### src/rtl/delay_seq_pkg.sv
// Shared types and helpers for the a ##N b delay-sequence generator.
package delay_seq_pkg;

  typedef enum logic [2:0] {
    IDLE    = 3'd0,
    EMIT_A  = 3'd1,
    WAIT    = 3'd2,
    EMIT_B  = 3'd3,
    EMIT_AB = 3'd4
  } delay_seq_state_e;

  function automatic int unsigned clamp_delay(input int unsigned raw,
                                              input int unsigned max_delay);
    return (raw > max_delay) ? max_delay : raw;
  endfunction

endpackage

### src/rtl/delay_seq_cnt.sv
// Loadable down-counter; decrements only while nonzero so it can never wrap.
module delay_seq_cnt #(
  parameter int unsigned DELAY_W = 4
) (
  input  logic               clk,
  input  logic               rst,
  input  logic               load,
  input  logic [DELAY_W-1:0] load_val,
  input  logic               dec,
  output logic               zero
);

  logic [DELAY_W-1:0] cnt_q, cnt_d;

  always_comb begin
    cnt_d = cnt_q;
    if (load) begin
      cnt_d = load_val;
    end else if (dec && (cnt_q != '0)) begin
      cnt_d = cnt_q - DELAY_W'(1);
    end
  end

  always_ff @(posedge clk) begin
    if (rst) begin
      cnt_q <= '0;
    end else begin
      cnt_q <= cnt_d;
    end
  end

  assign zero = (cnt_q == '0);

endmodule

### src/rtl/delay_seq_gen.sv
// a ##N b stimulus generator with req/ready handshake, one transaction in flight.
// Define DSG_A_HOLD_EN to hold a high from EMIT_A through EMIT_B instead of pulsing it.
module delay_seq_gen
  import delay_seq_pkg::*;
#(
  parameter int unsigned MAX_DELAY = 15,
  parameter int unsigned DELAY_W   = 4
) (
  input  logic               clk,
  input  logic               rst,
  input  logic               req_valid,
  output logic               req_ready,
  input  logic [DELAY_W-1:0] req_delay,
  output logic               a,
  output logic               b,
  output logic               busy,
  output logic               done
);

  delay_seq_state_e   state_q, state_d;
  logic [DELAY_W-1:0] n_q, n_d;
  logic [DELAY_W-1:0] n_clamped;
  logic [DELAY_W-1:0] cnt_load_val;
  logic               init_q;
  logic               accept;
  logic               cnt_load;
  logic               cnt_dec;
  logic               cnt_zero;

  assign n_clamped = DELAY_W'(clamp_delay(32'(req_delay), MAX_DELAY));

  // init_q keeps req_ready low through the reset cycles themselves.
  assign req_ready = init_q && (state_q == IDLE);
  assign accept    = req_valid && req_ready;

  always_comb begin
    state_d      = state_q;
    n_d          = n_q;
    cnt_load     = 1'b0;
    cnt_dec      = 1'b0;
    cnt_load_val = n_q - DELAY_W'(2);
    unique case (state_q)
      IDLE: begin
        if (accept) begin
          n_d     = n_clamped;
          state_d = (n_clamped == '0) ? EMIT_AB : EMIT_A;
        end
      end
      EMIT_A: begin
        if (n_q == DELAY_W'(1)) begin
          state_d = EMIT_B;
        end else begin
          state_d  = WAIT;
          cnt_load = 1'b1;
        end
      end
      WAIT: begin
        if (cnt_zero) begin
          state_d = EMIT_B;
        end else begin
          cnt_dec = 1'b1;
        end
      end
      EMIT_B, EMIT_AB: state_d = IDLE;
      default:         state_d = IDLE;
    endcase
  end

  always_ff @(posedge clk) begin
    if (rst) begin
      state_q <= IDLE;
      n_q     <= '0;
      init_q  <= 1'b0;
    end else begin
      state_q <= state_d;
      n_q     <= n_d;
      init_q  <= 1'b1;
    end
  end

  delay_seq_cnt #(
    .DELAY_W(DELAY_W)
  ) u_cnt (
    .clk      (clk),
    .rst      (rst),
    .load     (cnt_load),
    .load_val (cnt_load_val),
    .dec      (cnt_dec),
    .zero     (cnt_zero)
  );

`ifdef DSG_A_HOLD_EN
  assign a = (state_q == EMIT_A) || (state_q == WAIT) || (state_q == EMIT_B) ||
             (state_q == EMIT_AB);
`else
  assign a = (state_q == EMIT_A) || (state_q == EMIT_AB);
`endif
  assign b    = (state_q == EMIT_B) || (state_q == EMIT_AB);
  assign done = b;
  assign busy = (state_q != IDLE);

endmodule

### config.mk
export PLATFORM = sky130hd
export DESIGN_NAME = delay_seq_gen
export DESIGN_NICKNAME = d
export VERILOG_FILES = /design/src/rtl/delay_seq_pkg.sv /design/src/rtl/delay_seq_cnt.sv /design/src/rtl/delay_seq_gen.sv
export SDC_FILE = /design/constraint.sdc
export NUM_CORES = 1
export LEC_CHECK = 0
export CAP_MARGIN = 20
export CORE_MARGIN = 5
export CORE_UTILIZATION = 49
export CTS_CLUSTER_DIAMETER = 120
export CTS_CLUSTER_SIZE = 40
export DETAILED_ROUTE_END_ITERATION = 8
export PLACE_DENSITY = 0.78
export SLEW_MARGIN = 10
export SYNTH_ARGS = -nofsm -noshare
export SYNTH_HDL_FRONTEND = slang
export SYNTH_SLANG_ARGS = --single-unit
### constraint.sdc
create_clock -name clk -period 2 [get_ports clk]
set_clock_uncertainty 0.15 [all_clocks]
set_input_delay 0.6 -clock clk [delete_from_list [all_inputs] [get_ports clk]]
set_output_delay 0.6 -clock clk [all_outputs]
set_load 0.05 [all_outputs]
==> impl_summary.md <==
Outcome
The run finished, with violations left. The final reports fail on setup timing.

Place
During placement, the flow inserted port buffers numbering 11. The congestion estimate from routability-driven global placement came to 0.760. The placement-stage worst setup slack is -0.0761 ns. Summing all placed instances gives a cell area of 878 µm². Once detailed placement completed, the half-perimeter wirelength came to 1.33 mm.

Drt
After the first detailed-routing iteration, the DRC count stood at 16. Summed over all layers, the routed wires come to 2.01 mm. Across all layers, the routed design uses 731 vias. The first TritonRoute pass finished after 4 iterations. The count of nets left with antenna violations once routing finished came out at 0. The routed length per placed instance is 17.0 µm. The number of vias per cell after detailed routing is 6.19.

The DRC violation count after routing is 0.

Clocking
CTS placed an instance of sky130_fd_sc_hd__clkbuf_4 at the clock tree root. The clock passes through at most 2 buffers. The clock sink total is 12. The CTS tree is yes. The clock-pin slew on the worst setup and hold paths is 0.09 ns.

The number of buffers created by CTS is 3. The clock reaches the later pin of the worst-skew pair after 0.28 ns. The number of hold buffers added after CTS was 0. CTS built an H-tree with a depth of 1.

Power and ir drop
The highest ir drop seen on vdd is 0.000806 V. In this run, the combinational gates consume 51.0% of the power. The leakage power is 0.387 nW. The overall power after layout is 1.14 mW. The share of power burned in registers is 31.2%. The cell-internal power is 0.667 mW.

The total net switching power is 0.473 mW. The share of total power consumed by net switching is 41.5%. In this run the power density over the cells is 1140 nW/µm². The clock group share of total power is 17.8%.

Synth
The count of state elements after synthesis is 12. In this run the cell area of the synthesized design comes to 689 µm². The share of async-settable or async-resettable flops after synthesis is 0%. The Yosys step of the flow raised 0 warnings. The netlist uses 34 different library cells. Summing the sequential cell areas from Yosys gives 34.8% of the chip area. The most used flip-flop cell after synthesis is sky130_fd_sc_hd__dfxtp_1. The number of nets produced by synthesis is 92.

The number of cells produced by synthesis is 83. A synthesized cell averages 8.31 µm². The number of enable flip-flop cells after synthesis is 0.

Timing
The count of pins over their slew limit came to 0. The slack of the critical path is -0.00965 ns. The relative slew slack is 63.5%. Derived from the worst setup path, the maximum achievable clock frequency is 0.498 GHz.

The final period utilization is 100%. The final hold slack is 0.354 ns. The final-report hold violation count is 0. The setup violation total in the final timing report is 1.

The minimum clock period is 2.01 ns. At the pin with the least slew margin, the transition time is 0.547 ns. Setup repair after global routing could not meet its margin everywhere.

Die
Measured along the x axis, the die boundary spans 47.5 µm. The die area is 2260 µm². The number of placement rows is 13.

The total area inside the core boundary comes to 1320 µm². In this run the vertical extent of the chip is 47.5 µm. The initial cell density of the core is 52.3%. The count of boundary I/O pins is 12.

Global route
The initial antenna violation count is 0. The first global-routing pass estimated 3.17 mm of wire. The number of global-route vias before repair is 721. The pin count of the biggest net entering global routing is 11. The total grt overflow is 0. In the global route stage, overall resource usage came out at 20.4%.

Layout
The filler cell count is 107. Cells with a size suffix above 1 make up 34.0% of the layout. Once layout is done, the placed cells without fillers occupy 1000 µm². The final antenna diode count is 0.

Summing all multi-input logic gate instances after layout gives 424 µm². In the layout the commonest cells are 9 x sky130_fd_sc_hd__dfxtp_1, 9 x sky130_fd_sc_hd__buf_4, 8 x sky130_fd_sc_hd__o21ai_0, 7 x sky130_fd_sc_hd__inv_1, 6 x sky130_fd_sc_hd__clkdlybuf4s50_1. The final layout contains 113 nets. Registers take 251 µm².

The signed area change from the synthesized netlist to the final layout is 45.4%.

Setup path
The critical path capture point type is an output pin. By startpoint and endpoint, the worst setup path is classified as flop to output pin. In this run the critical register-to-register path is captured at u_cnt.cnt_q[3]. The maximum fanout along the worst path is 6. The type of element launching the critical path is a flop. Measured in cells, the most critical reg-to-reg path has a length of 3. STA puts the critical path data required time at 1.25 ns. The worst register-to-register path begins at state_q[0]. The launching element of the worst setup path is state_q[1]. Data arrives at the worst endpoint at 1.26 ns. In this run the worst setup path terminates at a. The setup check on the worst reg-to-reg path leaves a slack of 0.09 ns.

Job
Max-cap violations in this run came to 0.

Worst hold path
In this run the worst hold path is classified as flop to flop.
## registers in the layout, summed over array words and instances (netlist names)
signal / cells
init_q: 1
n_q: 4
state_q: 3
u_cnt.cnt_q: 4
## stage by stage
stage / util [%] / instances / TNS [ns]
after global placement: 66.7 / 111 / -0.0536
after global routing: 76.1 / 118 / -0.0968
final: 76.1 / 118 / -0.00965
after CTS: 73.0 / 117 / -0.00941
after floorplan: - / 83 / -0.00945
after detailed placement: 66.7 / 111 / -0.0761
## worst max-delay path, stage by stage (launching register included)
cell,delay [ns]
sky130_fd_sc_hd__dfxtp_4,0.37
sky130_fd_sc_hd__buf_6,0.14
sky130_fd_sc_hd__buf_4,0.14
sky130_fd_sc_hd__nor2_2,0.17
sky130_fd_sc_hd__buf_12,0.16
## cell type report
| type | count | share of cell area, % |
|---|---|---|
| inverter | 8 | 3.00 |
| multi-input combinational | 57 | 42.3 |
| timing repair buffer | 22 | 24.1 |
| tap | 15 | 1.87 |
| sequential | 12 | 25.1 |
| clock buffer | 4 | 3.62 |
## logic make-up (layout without fill, tap and decap cells)
logic type,count (synthesis),after routing,share of synthesized area [%]
compound gates,20,20,18.0
xor+xnor,3,3,3.81
fa+ha+maj,2,2,3.63
buf+inv,14,34,10.5
simple gates,32,32,29.2
flops,12,12,34.8
## per-layer routing
layer	share of wire [%]	GRT usage (%)	wire length [µm]
met3	5.5	6.02	110
met5	0	0	0
met4	2.7	11.0	54
met1	41	21.7	831
met2	50	35.8	1010
## how the worst min path moves through the flow
stage | depth (start not counted) | slack (ns) | from | end
after floorplan | 2 | 0.31 | n_q[0] | n_q[0]
after global placement | 2 | 0.33 | n_q[0] | n_q[0]
after detailed placement | 2 | 0.34 | n_q[2] | n_q[2]
after CTS | 2 | 0.35 | n_q[0] | n_q[0]
after global routing | 2 | 0.39 | n_q[0] | n_q[0]
final | 2 | 0.35 | n_q[2] | n_q[2]
## Yosys cell counts, drive strengths merged (2+ instances only)
cell type / number / area, µm²
or3b: 2 / 17.5
or3: 2 / 12.5
a21oi: 4 / 20.0
buf: 5 / 38.8
ha: 2 / 25.0
nand4: 4 / 25.0
dfxtp: 12 / 240
or4: 3 / 22.5
xnor2: 2 / 17.5
nor3: 4 / 20.0
nand2: 3 / 11.3
nor2: 4 / 15.0
o21ai: 9 / 45.0
inv: 8 / 30.0
nor3b: 2 / 15.0
a311oi: 2 / 17.5
## timing repair
item / in CTS / in global routing
gates resized for setup: 11 / 10
pin swaps: 2 / 3
buffers inserted: 2 / 1
setup endpoints to repair: 6 / 6
## power by group through the flow
stage / combinational, mW / clock (mW) / sequential (mW)
6_report: 0.581 / 0.203 / 0.356
4_1_cts: 0.520 / 0.201 / 0.341
5_1_grt: 0.623 / 0.215 / 0.363
2_1_floorplan: 0.350 / 0 / 0.313
3_5_place_dp: 0.494 / 0 / 0.343
3_3_place_gp: 0.480 / 0 / 0.338
Power figures use the tool's default switching activity.
